File: src/rtl/vga_plot_arbiter.sv
// Round-robin arbiter that gives one of three drawing engines the single VGA
// adapter pixel-write port. It forwards that engine's plots through one register stage and clips off-screen pixels.
module vga_plot_arbiter #(
    parameter int XMAX = 160,
    parameter int YMAX = 120
) (
    input  logic        clk,
    input  logic        reset,
    input  logic [2:0]  req,
    output logic [2:0]  gnt,
    input  logic [23:0] in_x,
    input  logic [20:0] in_y,
    input  logic [8:0]  in_colour,
    input  logic [2:0]  in_plot,
    output logic [7:0]  vga_x,
    output logic [6:0]  vga_y,
    output logic [2:0]  vga_colour,
    output logic        vga_plot,
    output logic        busy,
    output logic [14:0] pix_count
);
    typedef enum logic {IDLE, GRANT} state_t;

    localparam logic [14:0] PIX_MAX = 15'h7FFF;

    state_t      state_q, state_d;
    logic [2:0]  gnt_q, gnt_d;
    logic [1:0]  last_q, last_d;
    logic [7:0]  vga_x_q, vga_x_d;
    logic [6:0]  vga_y_q, vga_y_d;
    logic [2:0]  vga_colour_q, vga_colour_d;
    logic        vga_plot_q, vga_plot_d;
    logic [14:0] pix_count_q, pix_count_d;

    logic [7:0]  eng_x [3];
    logic [6:0]  eng_y [3];
    logic [2:0]  eng_c [3];
    logic [2:0]  eng_ok;

    genvar gi;
    generate
        for (gi = 0; gi < 3; gi++) begin : g_unpack
            assign eng_x[gi] = in_x[8*gi +: 8];
            assign eng_y[gi] = in_y[7*gi +: 7];
            assign eng_c[gi] = in_colour[3*gi +: 3];
            assign eng_ok[gi] = in_plot[gi]
                             && ({24'd0, eng_x[gi]} < 32'(XMAX))
                             && ({25'd0, eng_y[gi]} < 32'(YMAX));
        end
    endgenerate

    // While granted, last_q is the granted index, so it doubles as the data mux select.
    logic       req_g;
    logic       ok_g;
    logic [7:0] x_g;
    logic [6:0] y_g;
    logic [2:0] c_g;

    always_comb begin
        req_g = 1'b0;
        ok_g  = 1'b0;
        x_g   = '0;
        y_g   = '0;
        c_g   = '0;
        for (int i = 0; i < 3; i++) begin
            if (last_q == 2'(i)) begin
                req_g = req[i];
                ok_g  = eng_ok[i] && gnt_q[i];
                x_g   = eng_x[i];
                y_g   = eng_y[i];
                c_g   = eng_c[i];
            end
        end
    end

    // Round-robin pick: first requester found searching upward from last_q + 1.
    logic [1:0] sel;
    logic       found;

    always_comb begin
        sel   = last_q;
        found = 1'b0;
        for (int k = 1; k <= 3; k++) begin
            if (!found && req[(int'(last_q) + k) % 3]) begin
                sel   = 2'((int'(last_q) + k) % 3);
                found = 1'b1;
            end
        end
    end

    logic fwd;
    assign fwd = (state_q == GRANT) && ok_g;

    always_comb begin
        state_d      = state_q;
        gnt_d        = gnt_q;
        last_d       = last_q;
        vga_x_d      = vga_x_q;
        vga_y_d      = vga_y_q;
        vga_colour_d = vga_colour_q;
        vga_plot_d   = fwd;
        pix_count_d  = pix_count_q;

        case (state_q)
            IDLE: begin
                if (found) begin
                    state_d     = GRANT;
                    gnt_d       = 3'b001 << sel;
                    last_d      = sel;
                    pix_count_d = '0;
                end
            end
            GRANT: begin
                if (!req_g) begin
                    state_d = IDLE;
                    gnt_d   = '0;
                end
            end
            default: begin
                state_d = IDLE;
                gnt_d   = '0;
            end
        endcase

        if (fwd) begin
            vga_x_d      = x_g;
            vga_y_d      = y_g;
            vga_colour_d = c_g;
            if (pix_count_q != PIX_MAX) begin
                pix_count_d = pix_count_q + 15'd1;
            end
        end
    end

    always_ff @(posedge clk or posedge reset) begin
        if (reset) begin
            state_q      <= IDLE;
            gnt_q        <= '0;
            last_q       <= 2'd2;
            vga_x_q      <= '0;
            vga_y_q      <= '0;
            vga_colour_q <= '0;
            vga_plot_q   <= 1'b0;
            pix_count_q  <= '0;
        end else begin
            state_q      <= state_d;
            gnt_q        <= gnt_d;
            last_q       <= last_d;
            vga_x_q      <= vga_x_d;
            vga_y_q      <= vga_y_d;
            vga_colour_q <= vga_colour_d;
            vga_plot_q   <= vga_plot_d;
            pix_count_q  <= pix_count_d;
        end
    end

    assign gnt        = gnt_q;
    assign busy       = |gnt_q;
    assign vga_x      = vga_x_q;
    assign vga_y      = vga_y_q;
    assign vga_colour = vga_colour_q;
    assign vga_plot   = vga_plot_q;
    assign pix_count  = pix_count_q;
endmodule

File: config.mk
export PLATFORM = sky130hd
export DESIGN_NAME = vga_plot_arbiter
export DESIGN_NICKNAME = d
export VERILOG_FILES = /design/src/rtl/vga_plot_arbiter.sv
export SDC_FILE = /design/constraint.sdc
export NUM_CORES = 1
export LEC_CHECK = 0
export BUFFER_PORTS_ARGS = -buffer_cell sky130_fd_sc_hd__clkbuf_2
export CAP_MARGIN = 30
export CORE_ASPECT_RATIO = 0.5
export CORE_MARGIN = 5
export CORE_UTILIZATION = 30
export CTS_CLUSTER_SIZE = 28
export DETAILED_ROUTE_END_ITERATION = 10
export GPL_ROUTABILITY_DRIVEN = 0
export GPL_TIMING_DRIVEN = 0
export HOLD_SLACK_MARGIN = 0.06
export PLACE_DENSITY_LB_ADDON = 0.08
export SYNTH_ARGS = -nofsm -noshare
export SYNTH_HDL_FRONTEND = slang
export SYNTH_SLANG_ARGS = --single-unit
export TNS_END_PERCENT = 30
File: constraint.sdc
create_clock -name clk -period 2.7 [get_ports clk]
set_input_delay 0.54 -clock clk [delete_from_list [all_inputs] [get_ports clk]]
set_output_delay 0.54 -clock clk [all_outputs]
set_load 0.03 [all_outputs]
## Word level (Yosys, flattened, before mapping)

Cells that the tools add are included.
W data, S select, Z words.

| word-level totals | value |
|---|---|
| input bits | 62 |
| bits in registers | 40 |

| operators by class | value |
|---|---|
| $add $sub $neg | 4 |
| divide/modulo/power cells | 3 |
| muxes and demuxes | 40 |
| shift operators | 1 |
| order comparisons | 9 |
| bitwise logic cells | 1 |
| equal/unequal tests | 5 |
| reduce and logical (&&, ||, !) cells | 18 |

Operators by type and width:

| operator | number |
|---|---|
| $lt A32 B4 Y1 const B | 3 |
| $mod A32 B3 Y32 const B | 3 |
| $mux W15 | 4 |
| $lt A8 B8 Y1 const B | 3 |
| $mux W8 | 3 |
| $lt A7 B7 Y1 const B | 3 |
| $mux W7 | 3 |
| $mux W1 | 17 |
| $add A15 B1 Y15 const B | 1 |
| $mux W3 | 5 |
| $ne A15 B15 Y1 const B | 1 |
| $logic_and A1 B1 Y1 | 12 |
| $add A2 B2 Y3 const B | 2 |
| $bmux W1 S2 | 3 |
| $mux W2 | 3 |
| $pmux W3 S2 | 1 |
| $ne A2 B2 Y1 const B | 2 |
| $reduce_and A2 Y1 | 2 |
| $add A2 B1 Y3 const B | 1 |
| $reduce_or A3 Y1 | 1 |
| $shl A1 B2 Y3 const A | 1 |
| $eq A2 B1 Y1 const B | 1 |
| $eq A2 B2 Y1 const B | 1 |
| $logic_not A1 Y1 | 2 |
| other kinds (3) | 3 |

## Longest topological paths before layout

| logic depth | value |
|---|---|
| word-level depth | 16 |
| depth in mapped cells | 10 |

## Worst setup path before layout

Ideal clock, no wire load.

| timing | value |
|---|---|
| path type | reg-to-reg |
| start | reg last_q[1] |
| end | reg last_q[0] |
| period minus slack after synthesis | 2.111 ns |
| data required time | 2.568 ns |
| stages on the path, launching flop included | 9 |
| data arrival time | 1.979 ns |
| setup slack | 0.589 ns |
| cells stage by stage | dfstp_2 > inv_1 > ha_1 > clkbuf_1 > nand4_1 > a21oi_2 > or2_2 > clkbuf_1 > o21ai_0 |

| between the ends | value |
|---|---|
| cells in the longest elaborated chain, start to end | 13 |
| elaborated cells on any way between the ends | 26 |

RTL lines:

| element | RTL line | source |
|---|---|---|
| start: declaration | 28 | `logic [1:0] last_q, last_d;` |
| start signal: assignment | 148 | `last_q <= last_d;` |
| $add A2 B1 Y3 | 84, 85 |  |
| $mod A32 B3 Y32 | 84, 85 |  |
| $bmux W1 S2 | 84 | `if (!found && req[(int'(last_q) + k) % 3]) begin` |
| $mux W1 (not written as such) (2 in a row) | 84 |  |
| $mux W1 | 84 |  |
| $logic_not A1 Y1 | 84 |  |
| $logic_and A1 B1 Y1 | 84 |  |
| $mux W1 | 84 |  |
| $logic_not A1 Y1 | 84 |  |
| $logic_and A1 B1 Y1 | 84 |  |
| $mux W1 | 84 |  |
| $reduce_and A2 Y1 (no source line) | - |  |

Several ways; a longest one is shown, not always the timed one. The select of a mux whose other input is x is not followed.
A chain may end at the register's enable or synchronous reset.

## Worst setup path in the final report

Same ends and word-level chain as after synthesis.

==> impl_metrics.json <==
{
  "outcome": "finished clean",
  "grt_max_degree": 41,
  "post-route-util_pct": 39.5,
  "numCtsBuffers": 5,
  "start_kind": "flip-flop",
  "cts_sinks": 40,
  "rrSetupSlack_ns": 0.12,
  "crit_type": "reg -> reg",
  "core.rowCount": 24,
  "drv_cap": 0,
  "dieArea_sq_um": 10700,
  "end_kind": "flip-flop",
  "setup_viol": 0,
  "crit_slowest_cell": "dfstp_2",
  "synth-main-ff-cell": "dfrtp_1",
  "layout-area-overhead-vs-synth_pct": 30.5,
  "grt_pass1_vias": 2610,
  "r2r_start": "last_q[1]",
  "ant_nets": 0,
  "grt-ovfl-total": 0,
  "cts_resized": 0,
  "synth_cell_types": 53,
  "hold_viol": 0,
  "max-slew-margin-rel_pct": 41.4,
  "max_freq_mhz": 388,
  "fin_area_sq_um": 3390,
  "vias": 2646,
  "netlist_area_sq_um": 2600,
  "drt-pass1-iter-count": 6,
  "antenna_found_initial": 0,
  "layout.nets": 474,
  "tightest_slew_ns": 0.878,
  "postCtsSetupRepairBufs": 0,
  "htreeDepth": 2,
  "viasPerCell": 5.05,
  "coreArea_sq_um": 8590,
  "place_ws_ns": 0.0959,
  "holdWs_ns": 0.434,
  "startpoint": "last_q[1]",
  "hold_buffers": 0,
  "period_needed_ns": 2.58,
  "grt_pass1_wl_microns": 12900,
  "drive_above_1_share_pct": 36.6,
  "insertion_delay_ns": 0.28,
  "grt_use_total_pct": 14.9,
  "ff2ff_path_depth": 8,
  "finalClockSkew_ns": 0.00228,
  "p_leak_nw": 1.64,
  "min_path_type": "in -> async",
  "r2r_end": "last_q[0]",
  "synth_edf_count": 0,
  "start_util_pct": 30.3,
  "required_ns": 2.85,
  "drcViolationCount": 0,
  "clockRootBuffer": "clkbuf_16",
  "syn_nets": 369,
  "maxSlewViolCount": 0,
  "antenna_cells": 0,
  "cellPowerDensity_nw_per_um2": 1020,
  "fill_cells": 894,
  "fp.dieW_microns": 142,
  "die_height_microns": 75.8,
  "routed_wl_microns": 8180,
  "drtIter0Drc": 118,
  "tritoncts": "built",
  "io_pins": 100,
  "crit_chain": "inv_1 -> ha_1 -> clkbuf_1 -> nand4_1 -> a21oi_4 -> or2_2 -> clkbuf_1 -> o21ai_0",
  "crit_path_max_incr_delay_ns": 0.57,
  "fin_cells": 524,
  "wire_per_inst_microns": 15.6,
  "setup_ws_ns": 0.120,
  "cp_max_fo": 9,
  "critPathArrivalTime_ns": 2.73,
  "path_clk_slew_ns": 0.06,
  "fin_crit_sh_pct": 95.6,
  "crit_path_frequent_cell": "clkbuf_1",
  "ys_seq_area_share_pct": 38.6,
  "place_area_sq_um": 3240,
  "dp_hpwl_microns": 6300,
  "synth.avg_cell_area_sq_um": 8.63,
  "ir_worst_vdd_mv": 0.409,
  "cts_buffer_depth": 2,
  "portBuffers": 98,
  "synthArstFlopShare_pct": 100,
  "syn_inst": 301,
  "rsz0062_at_grt": "true",
  "dp_cells": 516,
  "synth_warnings": 0,
  "ys_ff_latch": 40
}
-- area by class of cell --
class,instances,area (sq um),area share (%)
Multi-Input combinational cell,232,1470,43.4
Sequential cell,40,1000,29.6
Timing Repair Buffer,98,490,14.5
Clock buffer,8,146,4.32
Tap cell,117,146,4.32
Buffer,22,109,3.21
Inverter,7,26.3,0.775
-- power by group --
| part | switching, mW | internal [mW] | total [mW] | leakage (nW) |
|---|---|---|---|---|
| logic | 1.27 | 0.686 | 1.96 | 1.05 |
| clock network | 0.226 | 0.369 | 0.595 | 0.0712 |
| registers | 0.114 | 0.778 | 0.892 | 0.527 |
-- worst max-delay path, delay by kind of cell (launching register included) --
family,cells,cell delay (ns)
compound gates,2,0.45
simple gates,2,0.48
flops,1,0.57
fa+ha+maj,1,0.28
buf+inv,3,0.67
-- worst max path at each step --
| stage | slack, ns | to | cells after the start |
|---|---|---|---|
| 3_3_place_gp | 0.16 | last_q[0] | 8 |
| 6_report | 0.12 | last_q[0] | 8 |
| 3_5_place_dp | 0.1 | last_q[0] | 8 |
| 2_1_floorplan | 0.59 | last_q[0] | 8 |
| 5_1_grt | -0.04 | last_q[0] | 8 |
| 4_1_cts | 0.08 | last_q[0] | 8 |
-- cells in the mapped netlist, drive strengths merged (2+ instances only) --
| master | number | share of area [%] |
|---|---|---|
| o21ai | 43 | 8.3 |
| nand2 | 42 | 6.1 |
| dfrtp | 39 | 38 |
| nor2 | 22 | 3.2 |
| a21oi | 18 | 3.6 |
| mux2 | 18 | 7.8 |
| buf | 11 | 2.5 |
| clkbuf | 11 | 1.6 |
| nand3 | 10 | 2.1 |
| mux2i | 9 | 3.5 |
| nand4 | 9 | 2.4 |
| inv | 7 | 1.0 |
| ha | 6 | 2.9 |
| and3 | 5 | 1.3 |
| a22oi | 4 | 1.2 |
| o2bb2ai | 4 | 1.3 |
| nand3b | 3 | 0.87 |
| nor2b | 3 | 0.72 |
| nor3 | 3 | 0.58 |
| or2 | 3 | 0.82 |
| or3 | 3 | 0.91 |
| a211o | 2 | 0.67 |
| a311oi | 2 | 0.67 |
| a31oi | 2 | 0.48 |
| a32o | 2 | 0.77 |
| a41oi | 2 | 0.67 |
| and2 | 2 | 0.58 |
| o22ai | 2 | 0.48 |
-- registers in the layout, indices dropped and copies added, names as in the netlist --
signal / flops
vga_y: 7
pix_count: 15
vga_plot: 1
vga_colour: 3
gnt: 3
last_q: 2
vga_x: 8
state_q: 1
-- stage by stage --
step                setup TNS (ns)  power [mW]
floorplan                        0        2.27
global placement                 0        2.82
detailed placement               0        2.85
CTS                              0        3.47
global route               -0.0453        3.69
finish                           0        3.44
-- cells in the final DEF, fill, tap and decap left out, drive strengths merged, types with 3 or more instances in the layout --
master	count
buf	11
inv	7
nor2	22
ha	6
nand3b	3
and3	5
nand4	9
nor2b	3
o2bb2ai	4
dfrtp	39
clkbuf	117
nand2	42
a21oi	18
a22oi	4
or3	3
mux2	18
nor3	3
mux2i	9
o21ai	43
or2	3
nand3	10
-- cell families (layout without fill, tap and decap cells) --
| kind of cell | count (synthesis) | count (layout) | synth area share (%) |
|---|---|---|---|
| flops | 40 | 40 | 38.6 |
| simple gates | 111 | 111 | 21.6 |
| buf+inv | 29 | 135 | 5.15 |
| mux | 27 | 27 | 11.3 |
| compound gates | 88 | 88 | 20.6 |
| fa+ha+maj | 6 | 6 | 2.89 |
-- layer usage --
| metal | vias to the layer above | GRT usage [%] | wire, microns |
|---|---|---|---|
| li1 | 1297 | - | - |
| met1 | 1261 | 19.3 | 3900 |
| met2 | 82 | 25.9 | 3720 |
| met3 | 6 | 4.08 | 533 |
| met4 | 0 | 2.23 | 27 |
| met5 | - | 0 | 0 |
Note: power is estimated with default switching activity, not from simulation.
